<file path="src/rtl/serial_hadd_pkg.sv">
// Shared types and sizing helpers for the bit-serial half-adder sequencer.
package serial_hadd_pkg;

  typedef enum logic [1:0] {IDLE = 2'd0, RUN = 2'd1, DONE = 2'd2} seq_state_t;

  localparam int REQ_N = 2;

  function automatic int cnt_w(input int width);
    return $clog2(width);
  endfunction

endpackage

</file>
<file path="src/rtl/serial_hadd_seq_hadd_cell.sv">
// Single half-adder cell shared by every serial step of the sequencer.
module hadd_cell (
  input  logic a,
  input  logic b,
  output logic s,
  output logic c
);

  assign s = a ^ b;
  assign c = a & b;

endmodule

</file>
<file path="src/rtl/serial_hadd_seq.sv">
// Two-requester arbiter feeding a bit-serial operand+cin sequencer built on one half-adder.
// Optional SERIAL_HADD_EARLY_EXIT_EN: finish as soon as the running carry is zero.
module serial_hadd_seq
  import serial_hadd_pkg::*;
#(
  parameter int WIDTH = 16
) (
  input  logic             clk,
  input  logic             reset,
  input  logic [REQ_N-1:0] req,
  input  logic [WIDTH-1:0] op0,
  input  logic [WIDTH-1:0] op1,
  input  logic [REQ_N-1:0] cin,
  output logic [REQ_N-1:0] gnt,
  output logic [REQ_N-1:0] ack,
  output logic             busy,
  output logic [WIDTH-1:0] result,
  output logic             cout
);

  localparam int CW = cnt_w(WIDTH);
  localparam logic [CW-1:0] LAST = CW'(WIDTH - 1);

  seq_state_t       state, state_nxt;
  logic [WIDTH-1:0] sh, sh_nxt;
  logic             carry, carry_nxt;
  logic [CW-1:0]    cnt, cnt_nxt;
  logic             g, g_nxt;
  logic             rr_last, rr_nxt;
  logic             win;
  logic             fin;
  logic             hs, hc;
  logic [REQ_N-1:0] g_oh;

  hadd_cell u_hadd (
    .a (sh[0]),
    .b (carry),
    .s (hs),
    .c (hc)
  );

  // On contention the requester that did not win last time goes next.
  always_comb begin
    win = 1'b0;
    if (req == 2'b11) win = ~rr_last;
    else if (req[1])  win = 1'b1;
  end

`ifdef SERIAL_HADD_EARLY_EXIT_EN
  // Rotating by the unprocessed span puts the finished low bits back at LSB.
  logic [CW:0]        amt;
  logic [2*WIDTH-1:0] dbl;
  logic [WIDTH-1:0]   rot;
  assign amt = (CW+1)'(WIDTH) - {1'b0, cnt};
  assign dbl = {sh, sh} >> amt;
  assign rot = dbl[WIDTH-1:0];
`endif

  always_comb begin
    state_nxt = state;
    sh_nxt    = sh;
    carry_nxt = carry;
    cnt_nxt   = cnt;
    g_nxt     = g;
    rr_nxt    = rr_last;
    fin       = 1'b0;
    case (state)
      IDLE: begin
        if (|req) begin
          g_nxt     = win;
          rr_nxt    = win;
          sh_nxt    = win ? op1 : op0;
          carry_nxt = cin[win];
          cnt_nxt   = '0;
          state_nxt = RUN;
        end
      end
      RUN: begin
`ifdef SERIAL_HADD_EARLY_EXIT_EN
        if (!carry) begin
          sh_nxt    = rot;
          state_nxt = DONE;
          fin       = 1'b1;
        end else
`endif
        begin
          sh_nxt    = {hs, sh[WIDTH-1:1]};
          carry_nxt = hc;
          cnt_nxt   = cnt + 1'b1;
          if (cnt == LAST) begin
            state_nxt = DONE;
            fin       = 1'b1;
          end
        end
      end
      DONE:    state_nxt = IDLE;
      default: state_nxt = IDLE;
    endcase
  end

  always_ff @(posedge clk) begin
    if (reset) begin
      state   <= IDLE;
      sh      <= '0;
      carry   <= 1'b0;
      cnt     <= '0;
      g       <= 1'b0;
      rr_last <= 1'b1;
      result  <= '0;
      cout    <= 1'b0;
    end else begin
      state   <= state_nxt;
      sh      <= sh_nxt;
      carry   <= carry_nxt;
      cnt     <= cnt_nxt;
      g       <= g_nxt;
      rr_last <= rr_nxt;
      if (fin) begin
        result <= sh_nxt;
        cout   <= carry_nxt;
      end
    end
  end

  assign g_oh = g ? 2'b10 : 2'b01;
  assign busy = (state != IDLE);
  assign gnt  = busy ? g_oh : '0;
  assign ack  = (state == DONE) ? g_oh : '0;

endmodule

</file>
<file path="config.mk">
export PLATFORM = sky130hd
export DESIGN_NAME = serial_hadd_seq
export DESIGN_NICKNAME = d
export VERILOG_FILES = /design/src/rtl/serial_hadd_pkg.sv /design/src/rtl/serial_hadd_seq_hadd_cell.sv /design/src/rtl/serial_hadd_seq.sv
export SDC_FILE = /design/constraint.sdc
export NUM_CORES = 1
export LEC_CHECK = 0
export CAP_MARGIN = 10
export CORE_MARGIN = 5
export CORE_UTILIZATION = 51
export CTS_BUF_LIST = sky130_fd_sc_hd__clkbuf_4
export DETAILED_ROUTE_END_ITERATION = 10
export GPL_ROUTABILITY_DRIVEN = 0
export PLACE_DENSITY_LB_ADDON = 0.08
export SETUP_SLACK_MARGIN = 0.15
export SLEW_MARGIN = 10
export SYNTH_ARGS = -nofsm -noshare
export SYNTH_HDL_FRONTEND = slang
export SYNTH_SLANG_ARGS = --single-unit
</file>
<file path="constraint.sdc">
create_clock -name clk -period 3.7 [get_ports clk]
set_clock_uncertainty 0.2 [all_clocks]
set_input_delay 0.925 -clock clk [delete_from_list [all_inputs] [get_ports clk]]
set_output_delay 0.925 -clock clk [all_outputs]
set_load 0.01 [all_outputs]
</file>
Word level (Yosys, flattened, before mapping)
Index checks and enable logic that the tools add are counted.
- equality and inequality tests: 6
- mux-type cells: 19
- reductions and logical operators: 7
- add/sub/neg operators: 1
- magnitude comparators: 1
- bitwise gates (word level): 3
- operators by type and width (operator ; number):
    $mux W16 ; 2
    $pmux W16 S2 ; 1
    $mux W2 ; 5
    $pmux W4 S2 ; 1
    $mux W1 ; 7
    $reduce_and A2 Y1 ; 3
    $add A4 B1 Y4 const B ; 1
    $eq A2 B2 Y1 const B ; 2
    $eq A4 B4 Y1 const B ; 1
    $mux W4 ; 1
    $ne A2 B2 Y1 const B ; 2
    $pmux W2 S2 ; 1
    $reduce_bool A2 Y1 ; 2
    $eq A2 B1 Y1 const B ; 1
    $logic_not A2 Y1 ; 1
    $lt A1 B2 Y1 const B ; 1
    $pmux W1 S2 ; 1
    $reduce_or A2 Y1 ; 1
    $and A1 B1 Y1 ; 1
    $not A1 Y1 ; 1
    $xor A1 B1 Y1 ; 1
- output and inout bits: 22
- register bits after elaboration: 42
- bits of input ports: 38
- word-level logic and storage cells: 45

Longest topological paths before layout
Gate-level depths: netlist of the first run.
- depth after elaboration: 6
- mapped depth: 7
- mapped depth without buffers: 4

Cells and area by module
Synthesis of the first run repeated with hierarchy kept, for this count alone.
- cells, all modules: 220
- area, all modules: 1828.0 um2
- modules (own cells, without submodules) (module ; instances ; area an instance (um2) ; cells each ; seq. area each (um2)):
    serial_hadd_seq ; 1 ; 1815.5 ; 219 ; 840.8
    hadd_cell ; 1 ; 12.5 ; 1 ; 0.0

Worst setup path before layout of the first run
No wires, ideal clock.
- kind: in2reg
- from: input port reset
- to: register carry
- data required time: 3.378 ns
- setup time: 0.122 ns
- path slack: 1.495 ns
- arrival: 1.883 ns
- path buffers: 2
- stages on the path: 4
- cell sequence: clkbuf_1 -> nor2_1 -> buf_2 -> a221o_1
- RTL lines (what ; line ; RTL):
    from (decl) ; serial_hadd_seq.sv:9 ; input logic reset,
    to (signal assigned) ; serial_hadd_seq.sv:114 ; carry <= carry_nxt;
    to (decl) ; serial_hadd_seq.sv:26 ; logic carry, carry_nxt;

Worst setup path after layout of the first run
- from: input port req[1]
- to: register sh[14]
- cells in the longest elaborated chain, start to end: 5
- elaborated cells on any way between the ends: 7
- those cells by class: eq/ne (1); mux (5); reduce/logical (1)
- RTL lines (what ; line ; RTL):
    from (decl) ; serial_hadd_seq.sv:10 ; input logic [REQ_N-1:0] req,
    $eq A2 B2 Y1 or $mux W1 (tied branches) ; serial_hadd_seq.sv:45, serial_hadd_seq.sv:46 ;
    $mux W1 ; serial_hadd_seq.sv:45 ; if (req == 2'b11) win = ~rr_last;
    $mux W16 ; serial_hadd_seq.sv:72 ; sh_nxt = win ? op1 : op0;
    $mux W16 * ; serial_hadd_seq.sv:69 ; if (|req) begin
    $pmux W16 S2 * ; serial_hadd_seq.sv:67 ; case (state)
    to (signal assigned) ; serial_hadd_seq.sv:113 ; sh <= sh_nxt;
    to (decl) ; serial_hadd_seq.sv:25 ; logic [WIDTH-1:0] sh, sh_nxt;
Mark *: on every way between the ends. The rest lies on a longest branch, timed or not.
A chain may end at the register's enable or synchronous reset.

==> results.toml, run 1 <==
[clock_network]
cts_resized = 0
ctsRootBufferMaster = "clkbuf_4"
cts_tree = "done"
cts_max_level = 2
clk_path_buf_depth = 2
cts_buffers = 5
clk_latency_ns = 0.35
cts_setup_buffers = 0
cts-hold-fix-buffers = 0
cts_sinks = 42
cts.clk_slew.worst_paths_ns = 0.12

[detailed_routing]
drtAntennaViolNets = 0
vias = 1816
drcViolationCount = 0
avgViaCountPerCell = 5.68
drt_wl_total_um = 4850
drt_iter0_drc = 192
wire_per_inst_um = 15.2
dr.pass1.iters = 4

[sta]
fmax_mhz = 326
tightest_slew_ns = 1.23
rsz0062_at_grt = "no"
layout_worst_path_cycle_share_pct = 83.0
whs_ns = 0.259
period_needed_ns = 3.07
slew_viol_final = 0
final.setup.tns_ns = 0
relSlewSlack_pct = 18.0
hold_violations = 0
finalSetupViolations = 0

[die]
start_util_pct = 53.5
dieArea_um2 = 4880
num_rows = 21
fp.dieH_um = 69.9
design.core.area_um2 = 3420
fp.dieW_um = 69.9
num_io_pins = 60

[power]
power.density_nw_per_um2 = 364
peakVddDrop_v = 0.000297
sequentialPowerShare_pct = 53.8
p_clk_share_pct = 32.7
p_int_uw = 689
switching_share_pct = 24.5
p_switching_uw = 224
comb_power_share_pct = 13.5
power.leakage_nw = 0.911

[global_route]
antenna_found_initial = 0
grt-ovfl-total = 0
grt_pass1_vias = 1700
grt_use_total_pct = 19.7
grt_pass1_wl_um = 7970
grt_max_degree = 19

[logic_synthesis]
yosys_warnings = 0
ys_seq_elements = 42
async_reset_ff_share_pct = 0
synth_area_um2 = 1830
synthFlopType = "dfxtp_1"
ys_types = 32
synth_area_per_cell_um2 = 8.31
syn_inst = 220
synth_enable_flop_cells = 0
synth-seq-area-share_pct = 46.0
synth_nets = 260

[finish]
final_nets = 313
area_growth_pct = 37.1
drive_gt1_share_pct = 6.20
final_area_um2 = 2510
diodes = 0
final_common_cell = "clkdlybuf4s50_1"
utilization_pct = 73.4
layout_common_cells = "59 x clkdlybuf4s50_1, 42 x dfxtp_1, 36 x nand2_1, 36 x a21oi_1, 18 x nand3_1"

[hold_path]
hold_path_class = "flip-flop to flip-flop"

[outcome]
status = "finished clean"

[setup_path]
critical-path-max-stage-delay_ns = 0.88
worst_ep_arrival_time_ns = 3.16
worst-path-buf-inv = 1
cp_cell_sequence = "clkdlybuf4s50_1, nor3_1, nor2_1, nor2_1, a221o_1"
crit_family = "simple AND/OR/NAND/NOR gates"
worst_path_max_delay_cell = "nor2_1"
end_kind = "flip-flop"
path_class = "input pin to flip-flop"
critPathMaxFanout = 17
start_kind = "input pin"
required_ns = 3.79
cp_common_cell = "nor2_1"

[run]
maxCapViolations = 0

[placement]
placed_area_um2 = 2420
port-buffer-count = 59
dpl.hpwl_um = 3390
[power by group through the flow]
stage / Sequential, mW / Clock [mW] / Combinational, mW
3_5_place_dp: 0.500 / 0 / 0.122
3_3_place_gp: 0.500 / 0 / 0.121
2_1_floorplan: 0.494 / 0 / 0.0643
4_1_cts: 0.490 / 0.301 / 0.123
5_1_grt: 0.494 / 0.324 / 0.134
6_report: 0.491 / 0.299 / 0.123
[state kept, by name, indices dropped and copies added, names as in the netlist]
register / flops
carry: 1
g: 1
sh: 16
cnt: 4
state: 2
cout: 1
rr_last: 1
result: 16
[routing by layer]
metal	vias up	GRT usage, %	wire length, µm
met5	-	0	0
met3	9	5.45	311
met4	0	7.02	88
met2	67	31.5	2230
met1	835	25.3	2220
li1	905	-	-
[synth_stat cells, types with 2 or more instances]
cell type | n | area (µm²)
a21oi_1 | 36 | 180
o21ai_0 | 17 | 85.1
clkbuf_1 | 9 | 33.8
nor2_1 | 9 | 33.8
nor3_1 | 2 | 10.0
ha_1 | 2 | 25.0
o21ai_1 | 2 | 10.0
dfxtp_1 | 42 | 841
a221o_1 | 17 | 170
nand3_1 | 18 | 90.1
or2_2 | 2 | 12.5
nand2_1 | 36 | 135
buf_2 | 6 | 30.0
nor2b_1 | 3 | 18.8
inv_1 | 2 | 7.51
[through the flow]
step | std cells | total power, mW | setup WS (ns)
after global routing | 320 | 0.952 | 0.513
after detailed placement | 312 | 0.622 | 0.373
after CTS | 320 | 0.914 | 0.668
after floorplan | 220 | 0.559 | 1.49
after global placement | 312 | 0.621 | 0.398
final | 320 | 0.913 | 0.630
[layout make-up]
class	count	area, µm²
Fill cell	278	910
Multi-Input combinational cell	159	897
Sequential cell	42	841
Timing Repair Buffer	63	621
Tap cell	46	57.6
Clock buffer	6	45.0
Clock inverter	2	37.5
Inverter	2	7.51
[path summary, 6_finish.rpt]
kind / from / end / slack, ns / depth (start not counted)
max: req[1] / sh[14]$_SDFF_PP0_ / 0.63 / 5
min: result[4]$_SDFFE_PP0P_ / result[4]$_SDFFE_PP0P_ / 0.26 / 2
max reg2reg: state[0]$_SDFFE_PP0P_ / sh[11]$_SDFF_PP0_ / 0.91 / 3
min reg2reg: result[4]$_SDFFE_PP0P_ / result[4]$_SDFFE_PP0P_ / 0.26 / 2
[worst min-delay path, stage by stage, from the launching register on]
cell and delay [ns]:
dfxtp_1 0.33, nand2_1 0.05, a21oi_1 0.05
[cell families after synthesis]
group                      count (synthesis)  synth area share [%]
AOI/OAI and AO/OA                         79                  27.6
and+or+nand+nor                           78                  20.1
DFF                                       42                  46.0
buffers and inverters                     19                  4.93
adders and majority gates                  2                  1.37
Note: power is estimated with default switching activity, not from simulation.
==> run 2, diff against run 1 <==
Settings changed: CORE_UTILIZATION 51 to 47.
Clock period 3.7 ns to 3 ns, I/O delays scaled along.
==> run 2 against run 1 <==
Net effect: routed wire length shrank 4.8%; clock-buffer cell count stayed put; largest cell class unchanged; combinational power increased by 24%; clock power down 10%; sequential power grew 23%.
==> results.toml, run 2 (synthesized netlist as in run 1, its figures left out) <==
[clock_network]
cts_max_level = 2
cts-hold-fix-buffers = 0
cts_tree = "done"
cts_buffers = 5
ctsRootBufferMaster = "clkbuf_4"
cts_resized = 0
clk_path_buf_depth = 2
cts.clk_slew.worst_paths_ns = 0.11
clk_latency_ns = 0.35
cts_sinks = 42
cts_setup_buffers = 0

[detailed_routing]
drtAntennaViolNets = 0
vias = 1746
route.met3.wl_um = 317
dr.max_layer_used = "met4"
drt_wl_total_um = 4620
avgViaCountPerCell = 5.37
wire_per_inst_um = 14.2
drt_iter0_drc = 151
wl_met1_um = 2160
met2RoutedLength_um = 2080
drcViolationCount = 0
dr.pass1.iters = 4

[die]
num_io_pins = 60
dieArea_um2 = 5240
num_rows = 22
start_util_pct = 49.2
fp.dieH_um = 72.4
design.core.area_um2 = 3720
fp.dieW_um = 72.4

[power]
peakVddDrop_v = 0.000291
power.leakage_nw = 0.916
power.density_nw_per_um2 = 410
p_total_mw = 1.03

[global_route]
antenna_found_initial = 0
grt_max_degree = 24
grt_use_total_pct = 19.1
grt_pass1_wl_um = 7870
grt-ovfl-total = 0
grt_pass1_vias = 1680

[setup_path]
crit-reg2reg-launch = "state[0]$_SDFFE_PP0P_"
critical-path-max-stage-delay_ns = 0.47
r2r_slack_ns = 0.81
worst-path-buf-inv = 2
critPathMaxFanout = 8
path_class = "flip-flop to primary output"
required_ns = 2.05
worst_path_max_delay_cell = "clkdlybuf4s50_1"
crit_family = "buffers and inverters"
start_kind = "flip-flop"
worst_ep_arrival_time_ns = 1.71
cp_cell_sequence = "nor2_1, inv_1, and2_1, clkdlybuf4s50_1"
end_kind = "primary output"
reg2regPathDepth = 5
reg2reg_to = "result[7]$_SDFFE_PP0P_"

[outcome]
status = "finished clean"

[hold_path]
hold_path_class = "flip-flop to flip-flop"
hold_depth = 2
holdPathEnd = "result[4]$_SDFFE_PP0P_"
worstHoldStart = "result[4]$_SDFFE_PP0P_"

[sta]
relSlewSlack_pct = 26.3
rsz0062_at_grt = "no"
period_needed_ns = 2.66
hold_violations = 0
slew_viol_final = 0
layout_worst_path_cycle_share_pct = 88.7
fmax_mhz = 376
tightest_slew_ns = 1.10
finalSetupViolations = 0

[run]
maxCapViolations = 0

[finish]
drive_gt1_share_pct = 6.86
diodes = 0
final_nets = 316
utilization_pct = 67.3
largest_registers = "result: 16 flops, sh: 16 flops, cnt: 4 flops"
final_common_cell = "clkdlybuf4s50_1"
layout_common_cells = "59 x clkdlybuf4s50_1, 42 x dfxtp_1, 36 x nand2_1, 36 x a21oi_1, 18 x nand3_1"
area_growth_pct = 36.9

[placement]
port-buffer-count = 59
dpl.hpwl_um = 3370
-- run 2: changes by cell type in the layout (fill, tap and decap cells not counted) --
cell,delta
buf_4,+3
bufinv_16,-1
clkinv_1,+1
clkinv_2,+1
clkinvlp_4,-1
-- run 2: worst max path at each step --
| stage | from | to | slack, ns | cells after the start |
|---|---|---|---|---|
| 2_1_floorplan | reset | carry$_SDFF_PP0_ | 0.97 | 4 |
| 3_3_place_gp | req[1] | sh[2]$_SDFF_PP0_ | -0.003 | 5 |
| 3_5_place_dp | req[1] | sh[1]$_SDFF_PP0_ | -0.0007 | 5 |
| 4_1_cts | state[0]$_SDFFE_PP0P_ | gnt[1] | 0.31 | 4 |
| 5_1_grt | req[1] | sh[10]$_SDFF_PP0_ | 0.18 | 5 |
| 6_report | state[0]$_SDFFE_PP0P_ | gnt[1] | 0.34 | 4 |
-- run 2: area by class of cell --
type,count,area [µm²]
flip-flops and latches,42,841
well taps,48,60.1
inverters,2,7.51
clock buffers,6,45.0
clock inverters,2,8.76
repair buffers,66,643
fillers,336,1210
multi-input cells,159,897
-- run 2: routing by layer --
metal,track usage (%),vias up
met5,0,-
met3,4.43,7
met4,7.52,0
met1,25.7,781
met2,29.4,44
li1,-,914
-- run 2: where the power goes --
group	internal [mW]	switching (mW)	leakage, nW
combinational	0.0853	0.0668	0.541
clock	0.0972	0.172	0.0331
sequential	0.582	0.0223	0.342
total	0.764	0.261	0.916
-- run 2: per-stage QoR --
stage,instances,setup TNS [ns],instance area [µm²],worst slack [ns],hold WS (ns)
global placement,317,-0.00312,2450,-0.00312,0.239
CTS,325,0,2500,0.313,0.259
finish,325,0,2500,0.339,0.259
detailed placement,317,-0.000713,2450,-0.000713,0.243
global route,325,0,2500,0.175,0.284
floorplan,220,0,1830,0.970,0.260
-- run 2: worst min-delay path, cell delays in order (launching register included) --
cell and delay [ns]:
dfxtp_1 0.32, nand2_1 0.05, a21oi_1 0.05
